### config.mk
export PLATFORM = sky130hd
export DESIGN_NAME = cr_xp10_decomp_crc_ctl_flat
export DESIGN_NICKNAME = d
export VERILOG_FILES = /design/src/rtl/cr_xp10_decomp_pkg.sv /design/src/rtl/cr_xp10_decomp_crc_ctl_if.sv /design/src/rtl/cr_xp10_decomp_crc32c_step.sv /design/src/rtl/cr_xp10_decomp_crc_ctl.sv /design/src/flat_wrapper.sv
export SDC_FILE = /design/constraint.sdc
export NUM_CORES = 1
export LEC_CHECK = 0
export ABC_AREA = 1
export CAP_MARGIN = 20
export CELL_PAD_IN_SITES_DETAIL_PLACEMENT = 1
export CELL_PAD_IN_SITES_GLOBAL_PLACEMENT = 2
export CORE_AREA = 5 5 279 281
export CTS_CLUSTER_SIZE = 28
export DETAILED_ROUTE_END_ITERATION = 8
export DIE_AREA = 0 0 284 286
export PLACE_DENSITY_LB_ADDON = 0.1
export SLEW_MARGIN = 25
export SYNTH_ARGS = -nofsm -noshare
export SYNTH_HDL_FRONTEND = slang
export SYNTH_SLANG_ARGS = --single-unit
### constraint.sdc
create_clock -name clk -period 8.7 [get_ports clk]
set_input_delay 0.87 -clock clk [delete_from_list [all_inputs] [get_ports clk]]
set_output_delay 0.87 -clock clk [all_outputs]
set_load 0.005 [all_outputs]
### src/rtl/cr_xp10_decomp_pkg.sv
// Shared definitions for the XP10 decompressor CRC control block.
//   crc_state_e    : frame-tracking FSM states
//   CRC32C_POLY    : reflected CRC32C (Castagnoli) polynomial
//   CRC32C_SEED    : running-CRC initial value
//   CRC32C_FIN_XOR : XOR applied to the running CRC to form the final CRC
package cr_xp10_decomp_pkg;

  typedef enum logic [1:0] {
    ST_IDLE   = 2'd0,
    ST_ACTIVE = 2'd1,
    ST_RESULT = 2'd2
  } crc_state_e;

  localparam logic [31:0] CRC32C_POLY    = 32'h82F6_3B78;
  localparam logic [31:0] CRC32C_SEED    = 32'hFFFF_FFFF;
  localparam logic [31:0] CRC32C_FIN_XOR = 32'hFFFF_FFFF;

endpackage

### src/rtl/cr_xp10_decomp_crc_ctl_if.sv
// Beat-in / result-out bundle for cr_xp10_decomp_crc_ctl.
//   in_*  : 64-bit payload beat stream with sof/eof framing and expected CRC
//   out_* : one registered result per frame (CRC32C + mismatch flag)
// master = beat producer / result consumer, slave = the CRC control block.
interface cr_xp10_decomp_crc_ctl_if;
  logic        in_valid;
  logic        in_ready;
  logic        in_sof;
  logic        in_eof;
  logic [63:0] in_data;
  logic [6:0]  in_data_sz;
  logic [31:0] in_exp_crc;
  logic        out_valid;
  logic        out_ready;
  logic [31:0] out_crc;
  logic        out_mismatch;

  modport master (
    output in_valid, in_sof, in_eof, in_data, in_data_sz, in_exp_crc, out_ready,
    input  in_ready, out_valid, out_crc, out_mismatch
  );

  modport slave (
    input  in_valid, in_sof, in_eof, in_data, in_data_sz, in_exp_crc, out_ready,
    output in_ready, out_valid, out_crc, out_mismatch
  );
endinterface

### src/rtl/cr_xp10_decomp_crc32c_step.sv
// Combinational CRC32C update over one beat.
//   crc_in  : running (non-inverted) CRC
//   data    : beat payload, byte 0 in [7:0], consumed LSB-first
//   data_sz : valid bits, 0..64 in multiples of 8 (caller filters illegal sizes)
//   crc_out : running CRC after data_sz/8 bytes
module cr_xp10_decomp_crc32c_step
  import cr_xp10_decomp_pkg::*;
(
  input  logic [31:0] crc_in,
  input  logic [63:0] data,
  input  logic [6:0]  data_sz,
  output logic [31:0] crc_out
);

  logic [3:0] n_bytes;
  assign n_bytes = data_sz[6:3];

  always_comb begin
    crc_out = crc_in;
    for (int b = 0; b < 8; b++) begin
      if (4'(b) < n_bytes) begin
        crc_out = crc_out ^ {24'h0, data[8*b +: 8]};
        for (int k = 0; k < 8; k++)
          crc_out = crc_out[0] ? ((crc_out >> 1) ^ CRC32C_POLY) : (crc_out >> 1);
      end
    end
  end

endmodule

### src/rtl/cr_xp10_decomp_crc_ctl.sv
// Per-frame CRC32C checker for the XP10 decompressor output stream.
//   clk, rst_n     : clock, asynchronous active-low reset
//   bus (slave)    : beat input (in_*) and frame result output (out_*)
//   proto_err      : sticky flag for framing / size violations
//   proto_err_clr  : clears proto_err (a same-cycle set wins)
// Optional feature: define CR_XP10_DECOMP_CRC_CHK_EN to register in_exp_crc on
// the eof beat and compare it with the final CRC; otherwise out_mismatch is 0.
module cr_xp10_decomp_crc_ctl
  import cr_xp10_decomp_pkg::*;
(
  input  logic                      clk,
  input  logic                      rst_n,
  cr_xp10_decomp_crc_ctl_if.slave   bus,
  output logic                      proto_err,
  input  logic                      proto_err_clr
);

  crc_state_e  state_q, state_d;
  logic [31:0] crc_q, crc_d;
  logic [31:0] out_crc_q, out_crc_d;
  logic        perr_set;
  logic        accept, sz_bad, load_res;
  logic [31:0] crc_base, step_crc, beat_crc;

  assign bus.in_ready  = (state_q != ST_RESULT);
  assign bus.out_valid = (state_q == ST_RESULT);
  assign bus.out_crc   = out_crc_q;

  assign accept = bus.in_valid & bus.in_ready;
  assign sz_bad = (bus.in_data_sz > 7'd64) || (bus.in_data_sz[2:0] != 3'd0);

  // A sof beat always starts from the seed, whether or not a frame was open.
  assign crc_base = bus.in_sof ? CRC32C_SEED : crc_q;
  // Illegal-size beats still frame the packet but contribute no bytes.
  assign beat_crc = sz_bad ? crc_base : step_crc;

  cr_xp10_decomp_crc32c_step u_step (
    .crc_in  (crc_base),
    .data    (bus.in_data),
    .data_sz (bus.in_data_sz),
    .crc_out (step_crc)
  );

  always_comb begin
    state_d   = state_q;
    crc_d     = crc_q;
    out_crc_d = out_crc_q;
    perr_set  = 1'b0;
    load_res  = 1'b0;
    unique case (state_q)
      ST_IDLE: begin
        if (accept) begin
          if (sz_bad) perr_set = 1'b1;
          if (bus.in_sof) begin
            crc_d    = beat_crc;
            state_d  = bus.in_eof ? ST_RESULT : ST_ACTIVE;
            load_res = bus.in_eof;
          end else begin
            perr_set = 1'b1;
          end
        end
      end
      ST_ACTIVE: begin
        if (accept) begin
          if (sz_bad || bus.in_sof) perr_set = 1'b1;
          crc_d    = beat_crc;
          state_d  = bus.in_eof ? ST_RESULT : ST_ACTIVE;
          load_res = bus.in_eof;
        end
      end
      ST_RESULT: begin
        if (bus.out_ready) state_d = ST_IDLE;
      end
      default: state_d = ST_IDLE;
    endcase
    if (load_res) out_crc_d = beat_crc ^ CRC32C_FIN_XOR;
  end

  always_ff @(posedge clk or negedge rst_n) begin
    if (!rst_n) begin
      state_q   <= ST_IDLE;
      crc_q     <= CRC32C_SEED;
      out_crc_q <= 32'h0;
      proto_err <= 1'b0;
    end else begin
      state_q   <= state_d;
      crc_q     <= crc_d;
      out_crc_q <= out_crc_d;
      if (perr_set)           proto_err <= 1'b1;
      else if (proto_err_clr) proto_err <= 1'b0;
    end
  end

`ifdef CR_XP10_DECOMP_CRC_CHK_EN
  logic [31:0] exp_crc_q;

  always_ff @(posedge clk or negedge rst_n) begin
    if (!rst_n)        exp_crc_q <= 32'h0;
    else if (load_res) exp_crc_q <= bus.in_exp_crc;
  end

  // Both operands are registered, so the flag is stable for the whole result.
  assign bus.out_mismatch = (out_crc_q != exp_crc_q);
`else
  assign bus.out_mismatch = 1'b0;
`endif

endmodule
### src/flat_wrapper.sv
// flat-port wrapper written by rule: the top's interface ports become plain ports
module cr_xp10_decomp_crc_ctl_flat import cr_xp10_decomp_pkg::*;
  (clk, rst_n, proto_err, proto_err_clr, bus_in_valid, bus_in_sof, bus_in_eof, bus_in_data, bus_in_data_sz, bus_in_exp_crc, bus_out_ready, bus_in_ready, bus_out_valid, bus_out_crc, bus_out_mismatch);
  cr_xp10_decomp_crc_ctl_if bus_i ();
  input  logic clk;
  input  logic rst_n;
  output logic proto_err;
  input  logic proto_err_clr;
  input wire logic [$bits(bus_i.in_valid)-1:0] bus_in_valid;
  input wire logic [$bits(bus_i.in_sof)-1:0] bus_in_sof;
  input wire logic [$bits(bus_i.in_eof)-1:0] bus_in_eof;
  input wire logic [$bits(bus_i.in_data)-1:0] bus_in_data;
  input wire logic [$bits(bus_i.in_data_sz)-1:0] bus_in_data_sz;
  input wire logic [$bits(bus_i.in_exp_crc)-1:0] bus_in_exp_crc;
  input wire logic [$bits(bus_i.out_ready)-1:0] bus_out_ready;
  output wire logic [$bits(bus_i.in_ready)-1:0] bus_in_ready;
  output wire logic [$bits(bus_i.out_valid)-1:0] bus_out_valid;
  output wire logic [$bits(bus_i.out_crc)-1:0] bus_out_crc;
  output wire logic [$bits(bus_i.out_mismatch)-1:0] bus_out_mismatch;
  assign bus_i.in_valid = bus_in_valid;
  assign bus_i.in_sof = bus_in_sof;
  assign bus_i.in_eof = bus_in_eof;
  assign bus_i.in_data = bus_in_data;
  assign bus_i.in_data_sz = bus_in_data_sz;
  assign bus_i.in_exp_crc = bus_in_exp_crc;
  assign bus_i.out_ready = bus_out_ready;
  assign bus_in_ready = bus_i.in_ready;
  assign bus_out_valid = bus_i.out_valid;
  assign bus_out_crc = bus_i.out_crc;
  assign bus_out_mismatch = bus_i.out_mismatch;
  cr_xp10_decomp_crc_ctl u_core (.clk(clk), .rst_n(rst_n), .bus(bus_i), .proto_err(proto_err), .proto_err_clr(proto_err_clr));
endmodule
* Yosys cells after proc, flatten, opt, wreduce, memory -nomap -nowiden *
Cells that the tools add are included.

word-level totals
  register bits after elaboration = 67
  output and inout port bits = 36
  logic and storage cells = 198

operators by class
  order comparisons = 9
  equal/unequal tests = 7
  mux-type cells = 96
  bitwise logic cells = 74
  reduce and logical (&&, ||, !) cells = 8

operators with widths
  kind                  number
  $mux W32              77
  $not A16 Y17          64
  $xor A32 B8 Y32       8
  $pmux W32 S2          1
  $not A32 Y32          1
  $lt A3 B4 Y1 const A  4
  $mux W1               10
  $mux W2               5
  $lt A1 B4 Y1 const A  2
  $lt A2 B4 Y1 const A  2
  $reduce_and A4 Y1     2
  $gt A7 B7 Y1 const B  1
  $ne A2 B2 Y1 const B  3
  $pmux W2 S3           1
  $ne A2 B1 Y1 const B  2
  $pmux W1 S2           2
  $reduce_bool A2 Y1    2
  $reduce_bool A3 Y1    1
  $eq A2 B1 Y1 const B  1
  $eq A2 B2 Y1 const B  1
  $logic_not A2 Y1      1
  $logic_or A1 B1 Y1    2
  $and A1 B1 Y1         1

* Logic depth before layout (Yosys ltp) *
Gate-level depths: netlist of the first run.

  word-level depth = 149
  depth in mapped cells = 103

* Cells and area by module *
From an unflattened synthesis of the first run, not the netlist that was laid out.

second synthesis, totals
  cell total of the unflattened synthesis = 3892
  area, all modules = 20504.7 µm²

modules (own cells, without submodules)
  module                      instances  cells each  area each (µm²)  sequential area each (µm²)
  cr_xp10_decomp_crc32c_step  1          3343        16729.8          0.0
  cr_xp10_decomp_crc_ctl      1          549         3774.9           1716.6

* Worst setup path after synthesis of the first run *
No wires, ideal clock.

  path type = input to register
  from = input bus_in_sof
  to = register u_core.out_crc_q[3], in the netlist u_core.bus.out_crc[3]
  arrival time = 8.778 ns
  required time = 8.584 ns
  setup slack = -0.194 ns
  stages = 89
  buffers on the path = 5
  path through = buf_12 -> nor2_4 -> nand2_1 -> nand2_4 -> nand2_4 -> nand2_4 -> inv_2 -> nand2_1 -> nand2_2 -> buf_6 -> nand2_2 -> o21ai_2 -> nand2_2 -> nand2_2 -> nand2_4 -> nand2_4 -> buf_12 -> nand2_4 -> [53 not listed] -> nand3_1 -> nand3_2 -> nand3_1 -> nand2_2 -> buf_6 -> nand2_2 -> nand2_2 -> inv_1 -> nand2_1 -> nand2_4 -> nor2_2 -> nor2_8 -> nor2_2 -> nand2_1 -> nand3b_1 -> nand2_1 -> nand2_1 -> nand2_1

between the ends
  longest elaborated chain between the ends = 122

RTL lines
  item                                                   line                              text
  from (decl)                                            flat_wrapper.sv:10                input wire logic [$bits(bus_i.in_sof)-1:0] bus_in_sof;
  $mux W32                                               cr_xp10_decomp_crc_ctl.sv:33      assign crc_base = bus.in_sof ? CRC32C_SEED : crc_q;
  $xor A32 B8 Y32                                        cr_xp10_decomp_crc32c_step.sv:22  crc_out = crc_out ^ {24'h0, data[8*b +: 8]};
  $mux W32 or $not A16 Y17 (tied branches)               --
  $not A16 Y17 (no line) or $mux W32 (tied branches)     --
  $mux W32 or $not A16 Y17 (tied branches) (2 in a row)  --
  $not A16 Y17 (no line) or $mux W32 (tied branches)     --
  $mux W32 or $not A16 Y17 (tied branches)               --
  $not A16 Y17 (no line) or $mux W32 (tied branches)     --
  [105 not listed]                                       --
  $mux W32                                               cr_xp10_decomp_crc32c_step.sv:24  crc_out = crc_out[0] ? ((crc_out >> 1) ^ CRC32C_POLY) : (crc_out >> 1);
  $not A16 Y17 (no line)                                 --
  $mux W32                                               cr_xp10_decomp_crc32c_step.sv:24
  $not A16 Y17 (no line)                                 --
  $mux W32                                               cr_xp10_decomp_crc32c_step.sv:24
  $mux W32                                               cr_xp10_decomp_crc32c_step.sv:21  if (4'(b) < n_bytes) begin
  $mux W32                                               cr_xp10_decomp_crc_ctl.sv:35      assign beat_crc = sz_bad ? crc_base : step_crc;
  $not A32 Y32 (no line)                                 --
  to (signal assigned)                                   cr_xp10_decomp_crc_ctl.sv:88      out_crc_q <= out_crc_d;
  to (decl)                                              cr_xp10_decomp_crc_ctl.sv:20      logic [31:0] out_crc_q, out_crc_d;

Parallel ways exist; a longest one is shown, timed or not.
A chain may end at the register's enable or synchronous reset.

* Worst setup path after layout of the first run *
  from = input bus_in_sof
  to = register u_core.out_crc_q[5], in the netlist u_core.bus.out_crc[5]

between the ends
  longest elaborated chain between the ends = 121

RTL lines
  item                                                line
  $mux W32                                            cr_xp10_decomp_crc_ctl.sv:33
  $xor A32 B8 Y32                                     cr_xp10_decomp_crc32c_step.sv:22
  $not A16 Y17 (no line) or $mux W32 (tied branches)  --
  $mux W32 or $not A16 Y17 (tied branches)            --
  $not A16 Y17 (no line) or $mux W32 (tied branches)  --
  $mux W32 or $not A16 Y17 (tied branches)            --
  $not A16 Y17 (no line) or $mux W32 (tied branches)  --
  $mux W32 or $not A16 Y17 (tied branches)            --
  [104 not listed]                                    --
  $mux W32 (2 in a row)                               cr_xp10_decomp_crc32c_step.sv:24
  $not A16 Y17 (no line) or $mux W32 (tied branches)  --
  $mux W32                                            cr_xp10_decomp_crc32c_step.sv:24
  $not A16 Y17 (no line)                              --
  $mux W32                                            cr_xp10_decomp_crc32c_step.sv:24
  $mux W32                                            cr_xp10_decomp_crc32c_step.sv:21
  $mux W32                                            cr_xp10_decomp_crc_ctl.sv:35
  $not A32 Y32 (no line)                              --

Parallel ways exist; a longest one is shown, timed or not.

==> flow_metrics.py, run 1 <==
metrics = {
    "run_status": {
        "run_status": "complete, but fails checks",
        "failed_checks": "setup timing",
    },
    "setup_path": {
        "path_class": "in2reg",
        "critPathLaunchType": "input port",
        "cpMaxStageDelayCell": "nand4_1",
        "critPathArrivalTime_ps": 10370,
        "worstSetupEndpointType": "flop",
        "worstPathRequired_ps": 8920,
        "cp_top_family": "simple AND/OR/NAND/NOR gates",
        "critPathMostFrequentCell": "nand2_4",
        "worst-path-buf-inv": 20,
        "reg2reg_depth": 93,
        "r2r_start": "u_core.crc_q[2]$_DFFE_PN1P_",
        "path_max_fanout": 8,
        "max_stage_delay_ps": 190,
        "r2r_end": "u_core.bus.out_crc[5]$_DFFE_PN0P_",
        "rrSetupSlack_ps": -1240,
    },
    "drt": {
        "firstDrtPassIters": 5,
        "drtIter0Drc": 1345,
        "postRouteAntennaNets": 0,
        "drt_wl_total_um": 121000,
        "viasPerCell": 4.93,
        "wl_per_cell_um": 19.9,
        "vias": 29900,
        "remaining_drc_errors": 0,
    },
    "floorplan": {
        "num_rows": 101,
        "die_area_sq_um": 81200,
        "pin_count": 146,
        "core-area_sq_um": 75200,
        "initial_utilization_pct": 29.6,
        "die_h_um": 286,
        "die_w_um": 284,
    },
    "clock_network": {
        "ctsHoldBuffers": 0,
        "cts.sinks": 67,
        "clk_latency_ps": 340,
        "cts_max_path_buffers": 2,
        "clkTransAtPathRegs_ps": 60,
        "numCtsBuffers": 9,
        "htree_levels": 3,
        "cts_tree": "yes",
        "clockRootBuffer": "clkbuf_16",
    },
    "global_routing": {
        "grt_max_degree": 68,
        "grt_pass1_vias": 30700,
        "gr-total-overflow": 0,
        "antenna_found_initial": 0,
        "grt_first_pass_wirelength_um": 179000,
        "grt_use_total_pct": 27.8,
    },
    "sta": {
        "rsz0062_at_grt": "yes",
        "period_share_pct": 117,
        "maxSlewViolCount": 0,
        "timing.fmax_mhz": 98.5,
        "tightest_slew_ps": 1060,
        "hold_viol_final": 0,
        "finalSetupViolations": 64,
        "skew_ps": 15.6,
        "fin_crit_ps": 10150,
        "layout_setup_ws_ps": -1450,
        "maxSlewHeadroom_pct": 28.8,
    },
    "placement": {
        "pre_cts_slack_ps": -2450,
        "io_buffers": 112,
        "routabilityCongestion": 0.904,
        "dp_hpwl_um": 98600,
    },
    "synth": {
        "syn_nets": 4033,
        "ys_types": 62,
        "post_synth.cell_area_avg_sq_um": 5.68,
        "synthArstFlopShare_pct": 100,
        "yosysWarnings": 0,
        "synthCells": 3923,
        "yosysSeqAreaShare_pct": 7.71,
        "ys.flop_type": "dfrtp_1",
        "synth_area_sq_um": 22300,
        "ys_ff_latch": 67,
        "synth-edff-count": 0,
    },
    "hold_path": {
        "hp-class": "reg2reg",
        "min_to": "u_core.crc_q[17]$_DFFE_PN1P_",
        "hold_depth": 2,
        "hp-start": "u_core.crc_q[17]$_DFFE_PN1P_",
    },
    "final_layout": {
        "syn_to_final_growth_pct": 67.3,
        "diodes": 0,
        "layout-drive-gt1-share_pct": 47.1,
        "num-nets-final": 5190,
    },
    "run": {
        "maxCapViolCount": 0,
    },
}
## flip-flops by register name, indices dropped and copies added (netlist names)
signal,flops
u_core.bus.out_crc,32
u_core.crc_q,32
u_core.proto_err,1
u_core.state_q,2
## layout make-up
| type | instances | area, sq um |
|---|---|---|
| timing repair buffer | 1247 | 10300 |
| inverter | 344 | 1380 |
| sequential | 67 | 1720 |
| fill | 9829 | 37900 |
| clock buffer | 10 | 229 |
| clock inverter | 6 | 48.8 |
| tap | 978 | 1220 |
| multi-input combinational | 3411 | 22300 |
## worst max-delay path by stage
stage	from	endpoint	slack (ps)	depth (start not counted)
2_1_floorplan	bus_in_sof	u_core.bus.out_crc[20]$_DFFE_PN0P_	-40	94
3_3_place_gp	bus_in_data[1]	u_core.bus.out_crc[10]$_DFFE_PN0P_	-2330	82
3_5_place_dp	bus_in_data[2]	u_core.bus.out_crc[10]$_DFFE_PN0P_	-2450	89
4_1_cts	bus_in_sof	u_core.bus.out_crc[3]$_DFFE_PN0P_	-1140	92
5_1_grt	bus_in_sof	u_core.bus.out_crc[3]$_DFFE_PN0P_	-2050	99
6_report	bus_in_sof	u_core.bus.out_crc[5]$_DFFE_PN0P_	-1450	94
## logic make-up (layout without fill, tap and decap cells)
kind of cell / count (synthesis) / after routing / synth area share (%)
compound gates: 211 / 211 / 5.39
xor+xnor: 226 / 226 / 9.17
buf+inv: 445 / 1607 / 9.92
flops: 67 / 67 / 7.71
other cells: 1 / 1 / 0.0168
simple gates: 2973 / 2973 / 67.8
## synthesized netlist by cell type (all sizes together), types with 2 or more instances
| cell | instances | area, sq um |
|---|---|---|
| nand3b | 13 | 97.6 |
| nor3 | 2 | 10.0 |
| a21oi | 24 | 124 |
| o21ai | 144 | 751 |
| xor2 | 171 | 1550 |
| o22ai | 7 | 43.8 |
| clkbuf | 60 | 473 |
| dfrtp | 35 | 876 |
| dfstp | 32 | 841 |
| or2 | 23 | 144 |
| a21boi | 2 | 15.0 |
| a31oi | 8 | 50.1 |
| buf | 38 | 360 |
| nand2 | 1996 | 9460 |
| dlygate4sd3 | 3 | 30.0 |
| nor2 | 143 | 677 |
| o221ai | 6 | 52.6 |
| inv | 335 | 1300 |
| nand3 | 766 | 4500 |
| nand4 | 29 | 194 |
| clkinv | 8 | 30.0 |
| xnor2 | 55 | 497 |
| o21bai | 2 | 15.0 |
| o211ai | 12 | 100 |
## placed cells by master (no fill, tap or decap), types with 53 or more instances in the layout
cell type        instances
buf_4                 1040
buf_6                   53
clkdlybuf4s50_1        100
inv_1                  269
inv_2                   53
nand2_1               1289
nand2_2                387
nand2_4                276
nand3_1                436
nand3_2                217
nand3_4                113
nor2_1                 101
o21ai_0                104
xor2_1                 160
## routing by layer
layer	track usage, %	share of wire, %
met5	0	0
met1	36.4	45
met4	6.52	2.9
met2	49.6	49
met3	2.55	3.0
## through the flow
| step | area (sq um) | std cells | hold WS [ps] | util, % | TNS [ps] |
|---|---|---|---|---|---|
| 2_1_floorplan | 22600 | 3923 | 446 | - | -148 |
| 3_3_place_gp | 31400 | 5831 | 457 | 41.7 | -132810 |
| 3_5_place_dp | 31400 | 5831 | 458 | 41.7 | -142750 |
| 4_1_cts | 35400 | 5986 | 469 | 47.1 | -63360 |
| 5_1_grt | 37300 | 6063 | 481 | 49.6 | -120320 |
| 6_report | 37300 | 6063 | 468 | 49.6 | -82760 |
## worst min-delay path, delay by kind of cell, from the launching register on
| kind | cells | cell delay, ps |
|---|---|---|
| flip-flops | 1 | 370 |
| AND/OR/NAND/NOR | 2 | 110 |
## what timing repair did
item                       CTS  global route
setup buffers              141            77
gates resized for setup    636           269
setup endpoints to repair   64            64
pin swaps                  280           215
Power of run 1 is not shown: default switching activity piles up to over one toggle a cycle in this logic, so the estimate is an artifact.
==> inputs of run 2 (changes only) <==
Settings changed: CAP_MARGIN 20 to 10.
==> results of run 2 <==
The final DEF is identical to that of run 1; final timing and power are the same.
Power of run 2 is left out for the same reason.
==> inputs of run 3 (changes only) <==
Settings changed: CTS_CLUSTER_DIAMETER set to 100.
==> results of run 3 <==
The final DEF is identical to that of run 1; final timing and power are the same.
Power of run 3 is left out for the same reason.
